File: config.mk
export PLATFORM = sky130hd
export DESIGN_NAME = seg_scan_capture_flat
export DESIGN_NICKNAME = d
export VERILOG_FILES = /design/src/rtl/seg_pkg.sv /design/src/rtl/seg_scan_capture_if.sv /design/src/rtl/seg_sync_filter.sv /design/src/rtl/seg_scan_capture.sv /design/src/flat_wrapper.sv
export SDC_FILE = /design/constraint.sdc
export NUM_CORES = 1
export LEC_CHECK = 0
export ABC_AREA = 1
export CORE_MARGIN = 2
export CORE_UTILIZATION = 45
export DETAILED_ROUTE_END_ITERATION = 7
export GPL_TIMING_DRIVEN = 0
export SLEW_MARGIN = 20
export SYNTH_ARGS = -nofsm -noshare
export SYNTH_HDL_FRONTEND = slang
export SYNTH_SLANG_ARGS = --single-unit
File: constraint.sdc
create_clock -name clk_sys -period 2.2 [get_ports clk_sys]
set_input_delay 0.44 -clock clk_sys [delete_from_list [all_inputs] [get_ports clk_sys]]
set_output_delay 0.44 -clock clk_sys [all_outputs]
set_load 0.02 [all_outputs]
File: src/rtl/seg_pkg.sv
// Shared constants and the segment decoder for the seven-segment scan monitor.
// Segment codes are active-low {a,b,c,d,e,f,g}; anode selects are active-low one-hot.
package seg_pkg;

    localparam logic [6:0] SEG_0     = 7'b0000001;
    localparam logic [6:0] SEG_1     = 7'b1001111;
    localparam logic [6:0] SEG_2     = 7'b0010010;
    localparam logic [6:0] SEG_3     = 7'b0000110;
    localparam logic [6:0] SEG_4     = 7'b1001100;
    localparam logic [6:0] SEG_5     = 7'b0100100;
    localparam logic [6:0] SEG_6     = 7'b0100000;
    localparam logic [6:0] SEG_7     = 7'b0001111;
    localparam logic [6:0] SEG_8     = 7'b0000000;
    localparam logic [6:0] SEG_9     = 7'b0000100;
    localparam logic [6:0] SEG_BLANK = 7'b1111111;

    localparam logic [3:0] AN_IDLE = 4'b1111;
    localparam logic [3:0] AN_D0   = 4'b1110;
    localparam logic [3:0] AN_D1   = 4'b1101;
    localparam logic [3:0] AN_D2   = 4'b1011;
    localparam logic [3:0] AN_D3   = 4'b0111;

    typedef struct packed {
        logic       valid;
        logic       blank;
        logic [3:0] bcd;
    } seg_dec_t;

    // A blank pattern is legal and reads back as value 0 with the blank flag set.
    function automatic seg_dec_t seg_decode(input logic [6:0] cat);
        seg_dec_t r;
        r.valid = 1'b1;
        r.blank = 1'b0;
        r.bcd   = 4'd0;
        case (cat)
            SEG_0:     r.bcd = 4'd0;
            SEG_1:     r.bcd = 4'd1;
            SEG_2:     r.bcd = 4'd2;
            SEG_3:     r.bcd = 4'd3;
            SEG_4:     r.bcd = 4'd4;
            SEG_5:     r.bcd = 4'd5;
            SEG_6:     r.bcd = 4'd6;
            SEG_7:     r.bcd = 4'd7;
            SEG_8:     r.bcd = 4'd8;
            SEG_9:     r.bcd = 4'd9;
            SEG_BLANK: r.blank = 1'b1;
            default:   r.valid = 1'b0;
        endcase
        return r;
    endfunction

endpackage

File: src/rtl/seg_scan_capture_if.sv
// Display scan bus as seen by the monitor: the raw scan pins plus the decoded snapshot.
// The master side drives the pins; the slave side is the capture monitor.
interface seg_scan_capture_if;

    logic [3:0] anode;
    logic [6:0] cathode;
    logic [3:0] digit_0;
    logic [3:0] digit_1;
    logic [3:0] digit_2;
    logic [3:0] digit_3;
    logic [3:0] blank;
    logic [3:0] blink;
    logic       frame_valid;
    logic       seg_err;

    modport master (
        output anode, cathode,
        input  digit_0, digit_1, digit_2, digit_3, blank, blink, frame_valid, seg_err
    );

    modport slave (
        input  anode, cathode,
        output digit_0, digit_1, digit_2, digit_3, blank, blink, frame_valid, seg_err
    );

endinterface

File: src/rtl/seg_sync_filter.sv
// Synchronizes the scan pins and emits one commit strobe per stable period.
// an_s/cat_s hold the last sample, which is the stable pattern whenever commit is high.
module seg_sync_filter
    import seg_pkg::*;
#(
    parameter int STABLE_CYCLES = 4
) (
    input  logic       clk_sys,
    input  logic       rst_n,
    input  logic [3:0] anode,
    input  logic [6:0] cathode,
    output logic       commit,
    output logic [3:0] an_s,
    output logic [6:0] cat_s
);

    localparam int             CW         = 8;
    localparam logic [CW-1:0]  CNT_MAX    = CW'(STABLE_CYCLES);
    localparam logic [CW-1:0]  CNT_COMMIT = CW'(STABLE_CYCLES - 1);

    logic [10:0]   meta_q, meta_d;
    logic [10:0]   sync_q, sync_d;
    logic [10:0]   prev_q, prev_d;
    logic [CW-1:0] cnt_q, cnt_d;

    // Counter saturates so a long hold passes through CNT_COMMIT exactly once.
    always_comb begin
        meta_d = {anode, cathode};
        sync_d = meta_q;
        prev_d = sync_q;
        cnt_d  = cnt_q;
        if (sync_q != prev_q) begin
            cnt_d = '0;
        end else if (cnt_q != CNT_MAX) begin
            cnt_d = cnt_q + 1'b1;
        end
    end

    always_ff @(posedge clk_sys or negedge rst_n) begin
        if (!rst_n) begin
            meta_q <= {AN_IDLE, SEG_BLANK};
            sync_q <= {AN_IDLE, SEG_BLANK};
            prev_q <= {AN_IDLE, SEG_BLANK};
            cnt_q  <= '0;
        end else begin
            meta_q <= meta_d;
            sync_q <= sync_d;
            prev_q <= prev_d;
            cnt_q  <= cnt_d;
        end
    end

    assign commit = (cnt_q == CNT_COMMIT);
    assign an_s   = prev_q[10:7];
    assign cat_s  = prev_q[6:0];

endmodule

File: src/rtl/seg_scan_capture.sv
// Passive seven-segment scan monitor: decodes committed digits into a shadow frame,
// publishes the four-digit snapshot once per full scan and tracks blinking digits.
module seg_scan_capture
    import seg_pkg::*;
#(
    parameter int STABLE_CYCLES = 4,
    parameter int WINDOW_FRAMES = 64
) (
    input  logic                clk_sys,
    input  logic                rst_n,
    seg_scan_capture_if.slave   bus
);

    localparam logic [15:0] WIN_LAST = 16'(WINDOW_FRAMES - 1);

    logic       commit;
    logic [3:0] an_s;
    logic [6:0] cat_s;
    seg_dec_t   dec;
    logic [3:0] dig_sel;

    logic [3:0][3:0] shadow_q, shadow_d;
    logic [3:0]      shadow_blank_q, shadow_blank_d;
    logic [3:0]      seen_q, seen_d;
    logic [3:0][3:0] digit_q, digit_d;
    logic [3:0]      blank_q, blank_d;
    logic [3:0]      blink_q, blink_d;
    logic [3:0]      saw_blank_q, saw_blank_d;
    logic [3:0]      saw_lit_q, saw_lit_d;
    logic [15:0]     frame_cnt_q, frame_cnt_d;
    logic            frame_valid_q, frame_valid_d;
    logic            seg_err_q, seg_err_d;

    seg_sync_filter #(
        .STABLE_CYCLES (STABLE_CYCLES)
    ) u_filter (
        .clk_sys (clk_sys),
        .rst_n   (rst_n),
        .anode   (bus.anode),
        .cathode (bus.cathode),
        .commit  (commit),
        .an_s    (an_s),
        .cat_s   (cat_s)
    );

    always_comb begin
        dec     = seg_decode(cat_s);
        dig_sel = 4'b0000;
        case (an_s)
            AN_D0:   dig_sel = 4'b0001;
            AN_D1:   dig_sel = 4'b0010;
            AN_D2:   dig_sel = 4'b0100;
            AN_D3:   dig_sel = 4'b1000;
            default: dig_sel = 4'b0000;
        endcase
    end

    // The frame-closing commit is folded into the published snapshot and the blink window.
    always_comb begin
        shadow_d       = shadow_q;
        shadow_blank_d = shadow_blank_q;
        seen_d         = seen_q;
        digit_d        = digit_q;
        blank_d        = blank_q;
        blink_d        = blink_q;
        saw_blank_d    = saw_blank_q;
        saw_lit_d      = saw_lit_q;
        frame_cnt_d    = frame_cnt_q;
        frame_valid_d  = 1'b0;
        seg_err_d      = 1'b0;

        if (commit) begin
            if (dig_sel != 4'b0000) begin
                if (dec.valid) begin
                    for (int i = 0; i < 4; i++) begin
                        if (dig_sel[i]) begin
                            shadow_d[i]       = dec.bcd;
                            shadow_blank_d[i] = dec.blank;
                            saw_blank_d[i]    = saw_blank_q[i] | dec.blank;
                            saw_lit_d[i]      = saw_lit_q[i] | ~dec.blank;
                        end
                    end
                    seen_d = seen_q | dig_sel;
                end else begin
                    seg_err_d = 1'b1;
                end
            end else if (an_s != AN_IDLE) begin
                seg_err_d = 1'b1;
            end
        end

        if (seen_d == 4'b1111) begin
            digit_d       = shadow_d;
            blank_d       = shadow_blank_d;
            frame_valid_d = 1'b1;
            seen_d        = 4'b0000;
            if (frame_cnt_q == WIN_LAST) begin
                blink_d     = saw_blank_d & saw_lit_d;
                saw_blank_d = 4'b0000;
                saw_lit_d   = 4'b0000;
                frame_cnt_d = '0;
            end else begin
                frame_cnt_d = frame_cnt_q + 1'b1;
            end
        end
    end

    always_ff @(posedge clk_sys or negedge rst_n) begin
        if (!rst_n) begin
            shadow_q       <= '0;
            shadow_blank_q <= 4'b1111;
            seen_q         <= 4'b0000;
            digit_q        <= '0;
            blank_q        <= 4'b1111;
            blink_q        <= 4'b0000;
            saw_blank_q    <= 4'b0000;
            saw_lit_q      <= 4'b0000;
            frame_cnt_q    <= '0;
            frame_valid_q  <= 1'b0;
            seg_err_q      <= 1'b0;
        end else begin
            shadow_q       <= shadow_d;
            shadow_blank_q <= shadow_blank_d;
            seen_q         <= seen_d;
            digit_q        <= digit_d;
            blank_q        <= blank_d;
            blink_q        <= blink_d;
            saw_blank_q    <= saw_blank_d;
            saw_lit_q      <= saw_lit_d;
            frame_cnt_q    <= frame_cnt_d;
            frame_valid_q  <= frame_valid_d;
            seg_err_q      <= seg_err_d;
        end
    end

    assign bus.digit_0     = digit_q[0];
    assign bus.digit_1     = digit_q[1];
    assign bus.digit_2     = digit_q[2];
    assign bus.digit_3     = digit_q[3];
    assign bus.blank       = blank_q;
    assign bus.blink       = blink_q;
    assign bus.frame_valid = frame_valid_q;
    assign bus.seg_err     = seg_err_q;

endmodule

File: src/flat_wrapper.sv
// flat-port wrapper written by rule: the top's interface ports become plain ports
module seg_scan_capture_flat import seg_pkg::*;
#(
    parameter int STABLE_CYCLES = 4,
    parameter int WINDOW_FRAMES = 64
)
  (clk_sys, rst_n, bus_anode, bus_cathode, bus_digit_0, bus_digit_1, bus_digit_2, bus_digit_3, bus_blank, bus_blink, bus_frame_valid, bus_seg_err);
  seg_scan_capture_if bus_i ();
  input  logic clk_sys;
  input  logic rst_n;
  input wire logic [$bits(bus_i.anode)-1:0] bus_anode;
  input wire logic [$bits(bus_i.cathode)-1:0] bus_cathode;
  output wire logic [$bits(bus_i.digit_0)-1:0] bus_digit_0;
  output wire logic [$bits(bus_i.digit_1)-1:0] bus_digit_1;
  output wire logic [$bits(bus_i.digit_2)-1:0] bus_digit_2;
  output wire logic [$bits(bus_i.digit_3)-1:0] bus_digit_3;
  output wire logic [$bits(bus_i.blank)-1:0] bus_blank;
  output wire logic [$bits(bus_i.blink)-1:0] bus_blink;
  output wire logic [$bits(bus_i.frame_valid)-1:0] bus_frame_valid;
  output wire logic [$bits(bus_i.seg_err)-1:0] bus_seg_err;
  assign bus_i.anode = bus_anode;
  assign bus_i.cathode = bus_cathode;
  assign bus_digit_0 = bus_i.digit_0;
  assign bus_digit_1 = bus_i.digit_1;
  assign bus_digit_2 = bus_i.digit_2;
  assign bus_digit_3 = bus_i.digit_3;
  assign bus_blank = bus_i.blank;
  assign bus_blink = bus_i.blink;
  assign bus_frame_valid = bus_i.frame_valid;
  assign bus_seg_err = bus_i.seg_err;
  seg_scan_capture #(.STABLE_CYCLES(STABLE_CYCLES), .WINDOW_FRAMES(WINDOW_FRAMES)) u_core (.clk_sys(clk_sys), .rst_n(rst_n), .bus(bus_i));
endmodule
==> impl_metrics.csv, run 1 <==
group,metric,value,unit
yosys,netlist_instances,524,
timing,max-slew-margin-rel,65.3,%
global_routing,grt_use_total,18.2,%
cts,ctsHtreeMaxLevel,4,
timing,final_min_period_over_clock_period,97.9,%
worst_setup_path,worst_ep_required_time,2650,ps
pwr,power.static_leakage,3.07,nW
yosys,synthesis.yosys.warnings,0,
routing,detailroute.via_count,3674,
yosys,postSynthRegisterBits,115,
cts,clock_sink_count,115,
global_routing,globalRoute.totalOverflow,0,
worst_setup_path,endpoint_kind,"flop",
worst_setup_path,crit_path_start_kind,"flop",
routing,finalWirelength,9.78,mm
pwr,highest_ir_drop_seen_on_vdd,0.919,mV
pwr,power_per_cell_area,778,nW/um^2
die,fp.dieArea,11700,sq um
worst_setup_path,cp.arrival,2610,ps
cts,clock_tree.root_cell,"sky130_fd_sc_hd__clkbuf_8",
timing,worst_clock_skew,7.77,ps
yosys,proportion_of_synthesized_chip_area_in_sequential_cells,59.9,%
pwr,combPwrFrac,2.9,%
cts,cts_buffers,17,
worst_setup_path,worst-r2r-cell-count,14,
pwr,net_sw_share,20.3,%
routing,detailedRoute.firstPassIterationCount,4,
pwr,total_switching_power,1.03,mW
timing,worstMarginPinSlew,521,ps
worst_setup_path,reg2reg_setup_slack,50,ps
place,gp_routability_congestion,0.819,
layout,total_inserted_antenna_cells,0,
layout,layout-area-overhead-vs-synth,33.0,%
pwr,power.share.sequential,43.4,%
flow_run,maxCapViolations,0,
hold_path,hold_start,"bus_anode[0]",
die,boundaryPins,39,
routing,avgViaCountPerCell,4.85,
timing,min_period,2150,ps
die,initial_core_util,45.5,%
timing,final_critical_path_setup_slack,45.7,ps
global_routing,maximum_number_of_pins_on_one_net_before_global_route_repair,66,
timing,setup_viol,0,
timing,clock.fmax,464,MHz
place,io_buffer_count,38,
routing,first_iteration_detailed_routing_drc_count,183,
cts,clk_pin_slew,50,ps
layout,num-nets-final,621,
routing,post_drt_wl_per_cell,12.9,um
yosys,mapped_area,4890,sq um
global_routing,grt_first_pass_wirelength,16.4,mm
place,dpl-instance-area,5480,sq um
yosys,synthesis.area_per_instance,9.34,sq um
pwr,power_frac_clock,53.6,%
die,die_w,108,um
place,detailedPlacementHpwl,6.29,mm
cts,maximum_root_to_sink_buffer_count,2,
layout,layout.cells.most_common_list,"sky130_fd_sc_hd__nand2_1 (146), sky130_fd_sc_hd__dfrtp_1 (74), sky130_fd_sc_hd__inv_1 (41), sky130_fd_sc_hd__dfstp_2 (41), sky130_fd_sc_hd__clkdlybuf4s50_1 (37)",
die,die_h,108,um
die,core_region_area,10700,sq um
yosys,synth.lib_cells_used.distinct,33,
worst_setup_path,r2r-start,"u_core.u_filter.prev_q[2]",
timing,grt_setup_unrepaired,"true",
pwr,internal_power,4.03,mW
hold_path,holdPathEnd,"u_core.u_filter.meta_q[7]",
run_status,run_status,"finished, final reports clean",
routing,detail_route.drc_violations,0,
layout,ratio_of_cells_with_drive_above_1_in_the_final_layout,25.9,%
global_routing,number_of_antenna_violations_at_the_first_check_in_global_routing,0,
timing,timing.hold.ws,329,ps
layout,mostFrequentLayoutCell,"sky130_fd_sc_hd__nand2_1",
place,post-place-ws,-219,ps
global_routing,vias_in_the_first_global_route,3560,
die,placement_rows,38,
worst_setup_path,crit_type,"flop to flop",
hold_path,worstHoldPathType,"input port to flop",
worst_setup_path,critical_path_peak_fanout,6,
timing,final_max_slew_viol_count,0,
worst_setup_path,timing.rr.end,"u_core.bus.digit_2[1]",
cts,tritoncts_clock_tree,"built",
timing,hold_violations,0,
layout,post-route-cell-area,6500,sq um
routing,route.antenna.remaining_nets,0,
cts,clk_latency,520,ps
yosys,syn_nets,540,
hold_path,hold_depth,1,
kinds of logic (layout without fill, tap and decap cells):
family	Yosys count	after routing	synth area share, %
AOI/OAI and AO/OA	51	51	5.81
xor gates and xnor gates	24	24	4.30
adders and majority gates	3	3	0.767
buffers and inverters	60	154	5.35
DFF	115	115	59.9
muxes	1	1	0.230
and+or+nand+nor	270	270	23.7
stage by stage:
stage	utilization (%)	total power, mW	setup TNS (ps)	std cells
final	60.5	5.06	0	758
after floorplan	-	2.27	0	524
after detailed placement	51.0	2.36	-5930	703
after global placement	50.7	2.35	-362340	702
after global routing	60.5	5.25	-1450	758
after CTS	58.0	5.12	-9.11	747
what timing repair did:
action | 4_1_cts | 5_1_grt
gates cloned | 1 | 2
hold endpoints to repair | 42 | 0
setup endpoints to repair | 52 | 53
pin swaps | 5 | 27
resized for setup | 16 | 46
hold buffers | 1 | 0
setup buffers | 10 | 9
power groups by stage:
stage          logic, mW  clock network, mW  registers, mW
6_report           0.148               2.71           2.20
5_1_grt            0.167               2.89           2.20
4_1_cts            0.137               2.79           2.20
3_5_place_dp       0.123                  0           2.23
3_3_place_gp       0.114                  0           2.23
2_1_floorplan     0.0444                  0           2.23
cells in the mapped netlist (all sizes together):
library cell / instances / area share [%]
nand2: 175 / 14
a31oi: 1 / 0.13
dfstp: 41 / 22
dfrtp: 74 / 38
a22o: 4 / 0.72
ha: 3 / 0.77
xor2: 17 / 3.0
a31o: 1 / 0.18
o2111ai: 1 / 0.18
nor4: 5 / 0.64
nor3: 13 / 1.4
or2: 2 / 0.26
nand3: 21 / 2.4
nand4: 8 / 1.0
mux2: 1 / 0.23
inv: 52 / 4.0
a211oi: 2 / 0.31
o21ai: 25 / 2.6
xnor2: 7 / 1.3
buf: 8 / 1.4
nor2: 46 / 4.1
a21oi: 17 / 1.7
routing by layer:
layer	GRT usage, %	routed length, um	share of wire [%]
met5	0	0	0
met3	4.94	313	3.2
met4	7.97	153	1.6
met1	23.5	4530	46
met2	28.8	4780	49
sequential cells by signal, summed over array words and instances, names as in the netlist:
| name | count |
|---|---|
| u_core.seen_q | 4 |
| u_core.bus.seg_err | 1 |
| u_core.shadow_q | 16 |
| u_core.bus.blink | 4 |
| u_core.bus.digit_3 | 4 |
| u_core.saw_lit_q | 4 |
| u_core.bus.digit_1 | 4 |
| u_core.bus.digit_2 | 4 |
| u_core.bus.digit_0 | 4 |
| u_core.u_filter.meta_q | 11 |
| u_core.shadow_blank_q | 4 |
| u_core.u_filter.prev_q | 11 |
| u_core.u_filter.cnt_q | 8 |
| u_core.u_filter.prev_d | 11 |
| u_core.bus.blank | 4 |
| u_core.frame_cnt_q | 16 |
| u_core.bus.frame_valid | 1 |
| u_core.saw_blank_q | 4 |
worst max-delay path by stage:
stage,startpoint,to,slack [ps]
finish,u_core.u_filter.prev_q[2],u_core.bus.digit_2[1],50
global placement,rst_n,u_core.u_filter.cnt_q[6],-3620
floorplan,u_core.u_filter.prev_q[2],u_core.saw_blank_q[0],220
detailed placement,u_core.u_filter.prev_q[2],u_core.saw_lit_q[3],-220
CTS,u_core.u_filter.prev_q[4],u_core.frame_cnt_q[15],-8
global route,u_core.u_filter.prev_q[2],u_core.bus.digit_2[1],-70
worst max-delay path, cell delays in order, from the launching register on:
cell and delay, ps:
sky130_fd_sc_hd__dfstp_2 580, sky130_fd_sc_hd__nand2_2 90, sky130_fd_sc_hd__nor2_4 190, sky130_fd_sc_hd__nand2_2 80, sky130_fd_sc_hd__nand2_1 80, sky130_fd_sc_hd__nor2_2 50, sky130_fd_sc_hd__nand3_4 210, sky130_fd_sc_hd__nand2_8 80
sky130_fd_sc_hd__nand2_4 80, sky130_fd_sc_hd__nand2_4 60, sky130_fd_sc_hd__nor2_4 180, sky130_fd_sc_hd__buf_6 170, sky130_fd_sc_hd__clkbuf_16 150, sky130_fd_sc_hd__nand2_2 40, sky130_fd_sc_hd__nand2_1 60
layout make-up:
| cell class | count | area (sq um) |
|---|---|---|
| Fill cell | 940 | 4240 |
| Sequential cell | 115 | 2930 |
| Multi-Input combinational cell | 349 | 1890 |
| Timing Repair Buffer | 62 | 621 |
| Clock buffer | 24 | 503 |
| Inverter | 52 | 198 |
| Tap cell | 140 | 175 |
| Clock inverter | 8 | 93.8 |
| Buffer | 8 | 93.8 |
Power figures use the tool's default switching activity.
==> inputs of run 2 (changes only) <==
- ABC_CLOCK_PERIOD_IN_PS: default -> 2200
==> results of run 2 <==
Final layout, timing and power as in run 1 (identical DEF).
